## src/rtl/sevenseg_scan.sv

```systemverilog
// Time-multiplexed N-digit 7-segment scanner with per-slot blanking and
// leading-zero suppression. Snapshots value once per frame; all outputs registered.
module sevenseg_scan #(
  parameter int N_DIGITS = 4,
  parameter int DIV      = 50000,
  parameter int BLANK    = 500
) (
  input  logic                  clk,
  input  logic                  rst_n,
  input  logic                  en,
  input  logic                  lzs,
  input  logic [4*N_DIGITS-1:0] value,
  output logic [3:0]            bin,
  output logic [N_DIGITS-1:0]   dig_en,
  output logic                  frame_start
);

  localparam int CNT_W = $clog2(DIV);
  localparam int IDX_W = $clog2(N_DIGITS);
  localparam logic [CNT_W-1:0] BLANK_LAST  = CNT_W'(BLANK - 1);
  localparam logic [CNT_W-1:0] SHOW_FIRST  = CNT_W'(BLANK);
  localparam logic [CNT_W-1:0] SLOT_LAST   = CNT_W'(DIV - 1);
  localparam logic [IDX_W-1:0] DIGIT_LAST  = IDX_W'(N_DIGITS - 1);

  typedef enum logic [1:0] {
    S_IDLE,
    S_BLANK,
    S_SHOW
  } state_t;

  state_t                  state_q, state_d;
  logic [CNT_W-1:0]        cnt_q, cnt_d;
  logic [IDX_W-1:0]        idx_q, idx_d;
  logic [4*N_DIGITS-1:0]   snap_q, snap_d;
  logic [3:0]              bin_q, bin_d;
  logic [N_DIGITS-1:0]     dig_en_q, dig_en_d;
  logic                    fs_q, fs_d;

  function automatic logic [3:0] nibble_at(input logic [4*N_DIGITS-1:0] v,
                                           input logic [IDX_W-1:0]      i);
    logic [4*N_DIGITS-1:0] shifted;
    shifted = v >> {i, 2'b00};
    return shifted[3:0];
  endfunction

  // A digit is blanked when it and every more-significant nibble are zero;
  // digit 0 always lights so a zero value still shows "0".
  function automatic logic is_suppressed(input logic [4*N_DIGITS-1:0] v,
                                         input logic [IDX_W-1:0]      i,
                                         input logic                  lz);
    logic nonzero_above;
    nonzero_above = 1'b0;
    for (int j = 0; j < N_DIGITS; j++) begin
      if ((IDX_W'(j) >= i) && (v[4*j +: 4] != 4'h0)) nonzero_above = 1'b1;
    end
    return lz && (i != '0) && !nonzero_above;
  endfunction

  always_comb begin
    state_d = state_q;
    cnt_d   = cnt_q;
    idx_d   = idx_q;
    snap_d  = snap_q;
    fs_d    = 1'b0;
    if (!en) begin
      state_d = S_IDLE;
      cnt_d   = '0;
      idx_d   = '0;
    end else begin
      case (state_q)
        S_IDLE: begin
          state_d = S_BLANK;
          cnt_d   = '0;
          idx_d   = '0;
          snap_d  = value;
          fs_d    = 1'b1;
        end
        S_BLANK: begin
          if (cnt_q == BLANK_LAST) begin
            state_d = S_SHOW;
            cnt_d   = SHOW_FIRST;
          end else begin
            cnt_d = cnt_q + 1'b1;
          end
        end
        S_SHOW: begin
          if (cnt_q == SLOT_LAST) begin
            state_d = S_BLANK;
            cnt_d   = '0;
            if (idx_q == DIGIT_LAST) begin
              idx_d  = '0;
              snap_d = value;
              fs_d   = 1'b1;
            end else begin
              idx_d = idx_q + 1'b1;
            end
          end else begin
            cnt_d = cnt_q + 1'b1;
          end
        end
        default: begin
          state_d = S_IDLE;
          cnt_d   = '0;
          idx_d   = '0;
        end
      endcase
    end
    // Outputs are decoded from the next state so the registered copies line up
    // with the state register in the same cycle.
    bin_d    = nibble_at(snap_d, idx_d);
    dig_en_d = '0;
    if ((state_d == S_SHOW) && !is_suppressed(snap_d, idx_d, lzs)) begin
      dig_en_d = N_DIGITS'(1) << idx_d;
    end
  end

  always_ff @(posedge clk or negedge rst_n) begin
    if (!rst_n) begin
      state_q  <= S_IDLE;
      cnt_q    <= '0;
      idx_q    <= '0;
      snap_q   <= '0;
      bin_q    <= '0;
      dig_en_q <= '0;
      fs_q     <= 1'b0;
    end else begin
      state_q  <= state_d;
      cnt_q    <= cnt_d;
      idx_q    <= idx_d;
      snap_q   <= snap_d;
      bin_q    <= bin_d;
      dig_en_q <= dig_en_d;
      fs_q     <= fs_d;
    end
  end

  assign bin         = bin_q;
  assign dig_en      = dig_en_q;
  assign frame_start = fs_q;

endmodule

```

## config.mk

```make
export PLATFORM = sky130hd
export DESIGN_NAME = sevenseg_scan
export DESIGN_NICKNAME = d
export VERILOG_FILES = /design/src/rtl/sevenseg_scan.sv
export SDC_FILE = /design/constraint.sdc
export NUM_CORES = 1
export LEC_CHECK = 0
export CORE_ASPECT_RATIO = 1.25
export CORE_MARGIN = 4
export CORE_UTILIZATION = 56
export DETAILED_ROUTE_END_ITERATION = 12
export PLACE_DENSITY = 0.92
export SYNTH_ARGS = -nofsm -noshare
export SYNTH_HDL_FRONTEND = slang
export SYNTH_SLANG_ARGS = --single-unit
```

## constraint.sdc

```tcl
create_clock -name clk -period 3.65 [get_ports clk]
set_clock_uncertainty 0.15 [all_clocks]
set_input_delay 0.73 -clock clk [delete_from_list [all_inputs] [get_ports clk]]
set_output_delay 0.73 -clock clk [all_outputs]
set_load 0.05 [all_outputs]
```

### Word level (Yosys, flattened, before mapping)

Cells that the tools add are included.
W data, S select, Z words.

| operators by class | value |
|---|---|
| add/subtract/negate cells | 2 |
| magnitude comparators | 4 |
| equality and inequality tests | 6 |
| shift-type cells | 2 |
| multiplexer cells | 25 |
| reduce and logical (&&, ||, !) cells | 15 |

Operator list:

| kind | number |
|---|---|
| $mux W16 | 6 |
| $pmux W16 S2 | 2 |
| $add A16 B1 Y16 const B | 1 |
| $eq A16 B16 Y1 const B | 1 |
| $eq A16 B9 Y1 const B | 1 |
| $reduce_bool A4 Y1 | 4 |
| $shr A16 B4 Y4 | 1 |
| $mux W2 | 6 |
| $logic_and A1 B1 Y1 | 7 |
| $mux W1 | 7 |
| $eq A2 B2 Y1 const B | 3 |
| $pmux W2 S3 | 1 |
| $ge A1 B2 Y1 const A | 2 |
| $ge A2 B2 Y1 const A | 2 |
| $mux W4 | 1 |
| $pmux W2 S2 | 1 |
| $shl A1 B2 Y4 const A | 1 |
| $add A2 B1 Y2 const B | 1 |
| $eq A2 B1 Y1 const B | 1 |
| $logic_not A1 Y1 | 2 |
| $logic_not A2 Y1 | 1 |
| $pmux W1 S2 | 1 |
| $reduce_bool A2 Y1 | 1 |

| storage, ports and cells | value |
|---|---|
| flip-flop bits (word level) | 45 |
| output and inout bits | 9 |

### Depth between registers and ports, before layout

| logic depth | value |
|---|---|
| word-level depth | 16 |
| mapped depth | 9 |

### Least setup slack after synthesis

No wires, ideal clock.

| path | value |
|---|---|
| kind | register -> register |
| from | reg cnt_q[11] |
| to | reg bin_q[0] (netlist: bin[0]) |
| setup time | 0.139 ns |
| data arrival time | 2.364 ns |
| required time | 3.361 ns |
| path slack | 0.997 ns |
| stages on the path, launching flop included | 9 |
| path buffers | 2 |
| clock period less this slack | 2.653 ns |
| path through | dfrtp_1 -> or4_4 -> nor4b_4 -> buf_6 -> nand4_4 -> a31oi_4 -> buf_12 -> mux2i_1 -> mux2i_1 |

| on the way | value |
|---|---|
| longest elaborated chain between the ends | 5 |
| elaborated cells between the ends (all ways) | 8 |
| those cells by class | eq/ne (1); shift (1); mux (6) |

RTL lines:

| element | RTL line | text |
|---|---|---|
| start: declaration | 32 | `logic [CNT_W-1:0] cnt_q, cnt_d;` |
| start signal: assignment | 128 | `cnt_q <= cnt_d;` |
| $eq A16 B16 Y1 | 87 | `if (cnt_q == SLOT_LAST) begin` |
| $mux W2 | 87 |  |
| $pmux W2 S2 | 70 | `case (state_q)` |
| $mux W2 | 65 | `if (!en) begin` |
| named net idx_d[1] | 33 | `logic [IDX_W-1:0] idx_q, idx_d;` |
| $shr A16 B4 Y4 | 42 | `shifted = v >> {i, 2'b00};` |
| named net bin_d[0] | 35 | `logic [3:0] bin_q, bin_d;` |
| end signal: assignment | 131 | `bin_q <= bin_d;` |
| end: declaration | 35 |  |

The timed path passes the listed nets, and every way through them passes these cells.

### Final worst setup path

| path | value |
|---|---|
| from | reg cnt_q[11] |
| to | reg bin_q[2] (netlist: bin[2]) |

| on the way | value |
|---|---|
| longest elaborated chain between the ends | 5 |
| elaborated cells between the ends (all ways) | 8 |
| those cells by class | eq/ne (1); shift (1); mux (6) |

RTL lines:

| element | RTL line |
|---|---|
| $eq A16 B16 Y1 (*) | 87 |
| $mux W16 or $mux W2 (tied branches) | 87 |
| $pmux W16 S2 or $pmux W2 S2 (tied branches) | 70 |
| $mux W16 or $mux W2 (tied branches) | 65 |
| $shr A16 B4 Y4 (*) | 42 |
| named net bin_d[2] | 35 |

The timed path passes the listed nets; every way through them passes the cells marked *.

==> metrics.md <==
| Metric | Value |
|---|---|
| Largest net degree at the start of global routing | 46 |
| Area of the multi-input gates | 1250 sq um |
| DRC viols | 0 |
| Drt pass-1 iters | 5 |
| Synth top area share | 45.64% |
| Static leakage | 1.198 nW |
| Final hold slack | 0.3706 ns |
| Worst Path Arrival | 2.88 ns |
| Slew margin rel. | 32.74% |
| PwrDens | 389.6 nW/um^2 |
| Total CTS buffers | 5 |
| Antenna violations before repair | 0 |
| Slew Limit Fails | 0 |
| # diodes | 0 |
| Filler instances | 318 |
| Gr usage total | 21.36% |
| Die X | 67.37 um |
| Fmax | 0.3484 GHz |
| Commonest non-fill, non-tap cell in the layout | dfrtp_1 |
| Final Hold Fails | 0 |
| Setup repair bufs after CTS | 0 |
| Finished layout cell area | 2905 sq um |
| Yosys warning count | 0 |
| Synthesized net count | 262 |
| Cell Count, Final, Fillers Out | 323 |
| Die footprint | 5539 sq um |
| Required @ worst endpoint | 3.66 ns |
| Maximum Capacitance Violations | 0 |
| Routed via count | 1951 |
| DRT antenna net count | 0 |
| Register area | 1126 sq um |
| Clock Tree Root | clkbuf_8 |
| DRT iter0 DRCs | 206 |
| CP endpoint kind | flop |
| Layout net count | 292 |
| CTS H-Tree Depth | 2 |
| Drt via density | 6.040 |
| Placed insts | 315 |
| Number of flops mapped to enable cells by yosys | 0 |
| CTS tree | yes |
| Synthesized flop and latch total | 45 |
| Dominant synthesized flop cell | dfrtp_1 |
| HPWL after DPL | 3.790 mm |
| Hold_buf cts | 0 |
| WS Path Type | reg2reg |
| Register area share after synthesis | 45.64% |
| Hold depth | 1 |
| Clk_lat worst skew | 0.30 ns |
| I/O pins | 29 |
| Setup TNS | 0 ns |
| Worst VDD drop | 0.3237 mV |
| Number of global-route vias before repair | 1977 |
| CTS sink count | 45 |
| Most frequent cells in the layout | 45 x dfrtp_1, 27 x clkdlybuf4s50_1, 21 x nand2_1 |
| # rows | 26 |
| Syn Area/Cell | 10.45 sq um |
| Post-CTS resize count | 0 |
| Clock Pin Slew Worst Setup and Hold Paths | 0.08 ns |
| Worst-case reg-to-reg path depth | 7 |
| Drt total wl | 5.475 mm |
| Fraction of final layout cells sized beyond drive strength 1 | 12.73% |
| Synth area leaders | dfrtp_1 46%, mux2i_1 4.9%, nand2_1 3.2% |
| Worst slew pin tran | 1.009 ns |
| Synth cell types | 48 |
| Post-route minimum period | 2.870 ns |
| Hold Path Class | reg2reg |
| Routability congestion estimate | 0.8842 |
| DP Area | 2785 sq um |
| Starting Density | 59.25% |
| Mapped Area | 2467 sq um |
| RSZ-0062 raised after global routing | false |
| Crit share post-route | 78.64% |
| Core area | 4164 sq um |
| Nature of the critical path startpoint | flop |
| Status | completed |
| Synth area leader | dfrtp_1 |
| Final setup fails | 0 |
| Total gr overflow | 0 |
| Post-synth ARST share | 100.0% |
| Routed len/inst | 16.95 um |
| Worst reg2reg setup slack | 0.78 ns |
| CTS Buffer Depth | 2 |
| Gate Count Post-Synth | 236 |
| I/O Buffers | 28 |
| First-pass GRT wire length | 8.928 mm |
| P&R area growth vs syn | 17.75% |
| Die Ht | 82.22 um |
| Critical Path Fanout Max | 19 |
[stage by stage]
step | util [%] | setup slack, ns | power (mW)
global route | 69.77 | 0.6620 | 1.178
detailed placement | 66.89 | 0.5244 | 0.7481
global placement | 66.89 | 0.6345 | 0.7417
finish | 69.77 | 0.7798 | 1.132
CTS | 69.77 | 0.7807 | 1.139
floorplan | - | 0.9974 | 0.6768
[final cells by class]
type / count / area share [%]
multi-input combinational: 174 / 43.02
clock inverter: 2 / 1.292
inverter: 7 / 0.9044
timing repair buffer: 33 / 10.77
tap: 56 / 2.412
clock buffer: 6 / 2.842
sequential: 45 / 38.76
[path summary, 6_finish.rpt]
check	startpoint	endpoint
setup / recovery	cnt_q[11]$_DFF_PN0_	bin[2]$_DFF_PN0_
hold / removal	cnt_q[0]$_DFF_PN0_	cnt_q[0]$_DFF_PN0_
setup reg to reg	cnt_q[11]$_DFF_PN0_	bin[2]$_DFF_PN0_
hold reg to reg	cnt_q[0]$_DFF_PN0_	cnt_q[0]$_DFF_PN0_
max in group asynchronous	rst_n	snap_q[1]$_DFF_PN0_
min in group asynchronous	rst_n	cnt_q[2]$_DFF_PN0_
[power breakdown]
part | leakage (nW) | switching [mW] | internal [mW]
clock | 0.0574 | 0.170 | 0.223
sequential | 0.575 | 0.0158 | 0.533
combinational | 0.565 | 0.108 | 0.0825
total | 1.20 | 0.294 | 0.838
[Yosys cell counts (2+ instances only)]
library cell and number:
dfrtp_1 45, nand2_1 21, nor2_1 18, nand3_1 15, mux2i_1 12, a31oi_1 9, xor2_1 9, o21a_1 8
clkbuf_1 7, ha_1 6, inv_1 6, nand4_1 6, nor3_1 6, o21ai_0 6, a211o_1 5, a31o_2 5
a32o_1 5, a211o_2 4, and3_1 4, xnor2_1 4, a21oi_1 3, nor4_1 3, and2_1 2, nor2b_1 2
o211a_1 2
[state kept, by name (all words and copies together) (netlist names)]
register     count
snap_q          16
frame_start      1
idx_q            2
bin              4
dig_en           4
cnt_q           16
state_q          2
[routing by layer]
layer / global-route usage, % / part of all wire [%] / vias up / wire length (um)
met1: 28.91 / 44 / 929 / 2426
met3: 4.465 / 5.7 / 10 / 312
met5: 0 / 0 / - / 0
met4: 7.302 / 1.6 / 0 / 85
li1: - / - / 937 / -
met2: 34.02 / 48 / 75 / 2652
[kinds of logic after synthesis]
logic type,share of synthesized area (%)
xor gates and xnor gates,4.615
DFF,45.64
AOI/OAI and AO/OA,17.85
and+or+nand+nor,20.28
adders and majority gates,3.043
muxes,4.868
buffers and inverters,3.702
[critical path, cell delays in order, from the launching register on]
cell,delay [ns]
dfrtp_1,0.43
or4_4,0.57
nor4b_4,0.26
buf_4,0.28
nand4_4,0.13
a31oi_4,0.49
mux2i_1,0.30
mux2i_1,0.11
Note: power is estimated with default switching activity, not from simulation.
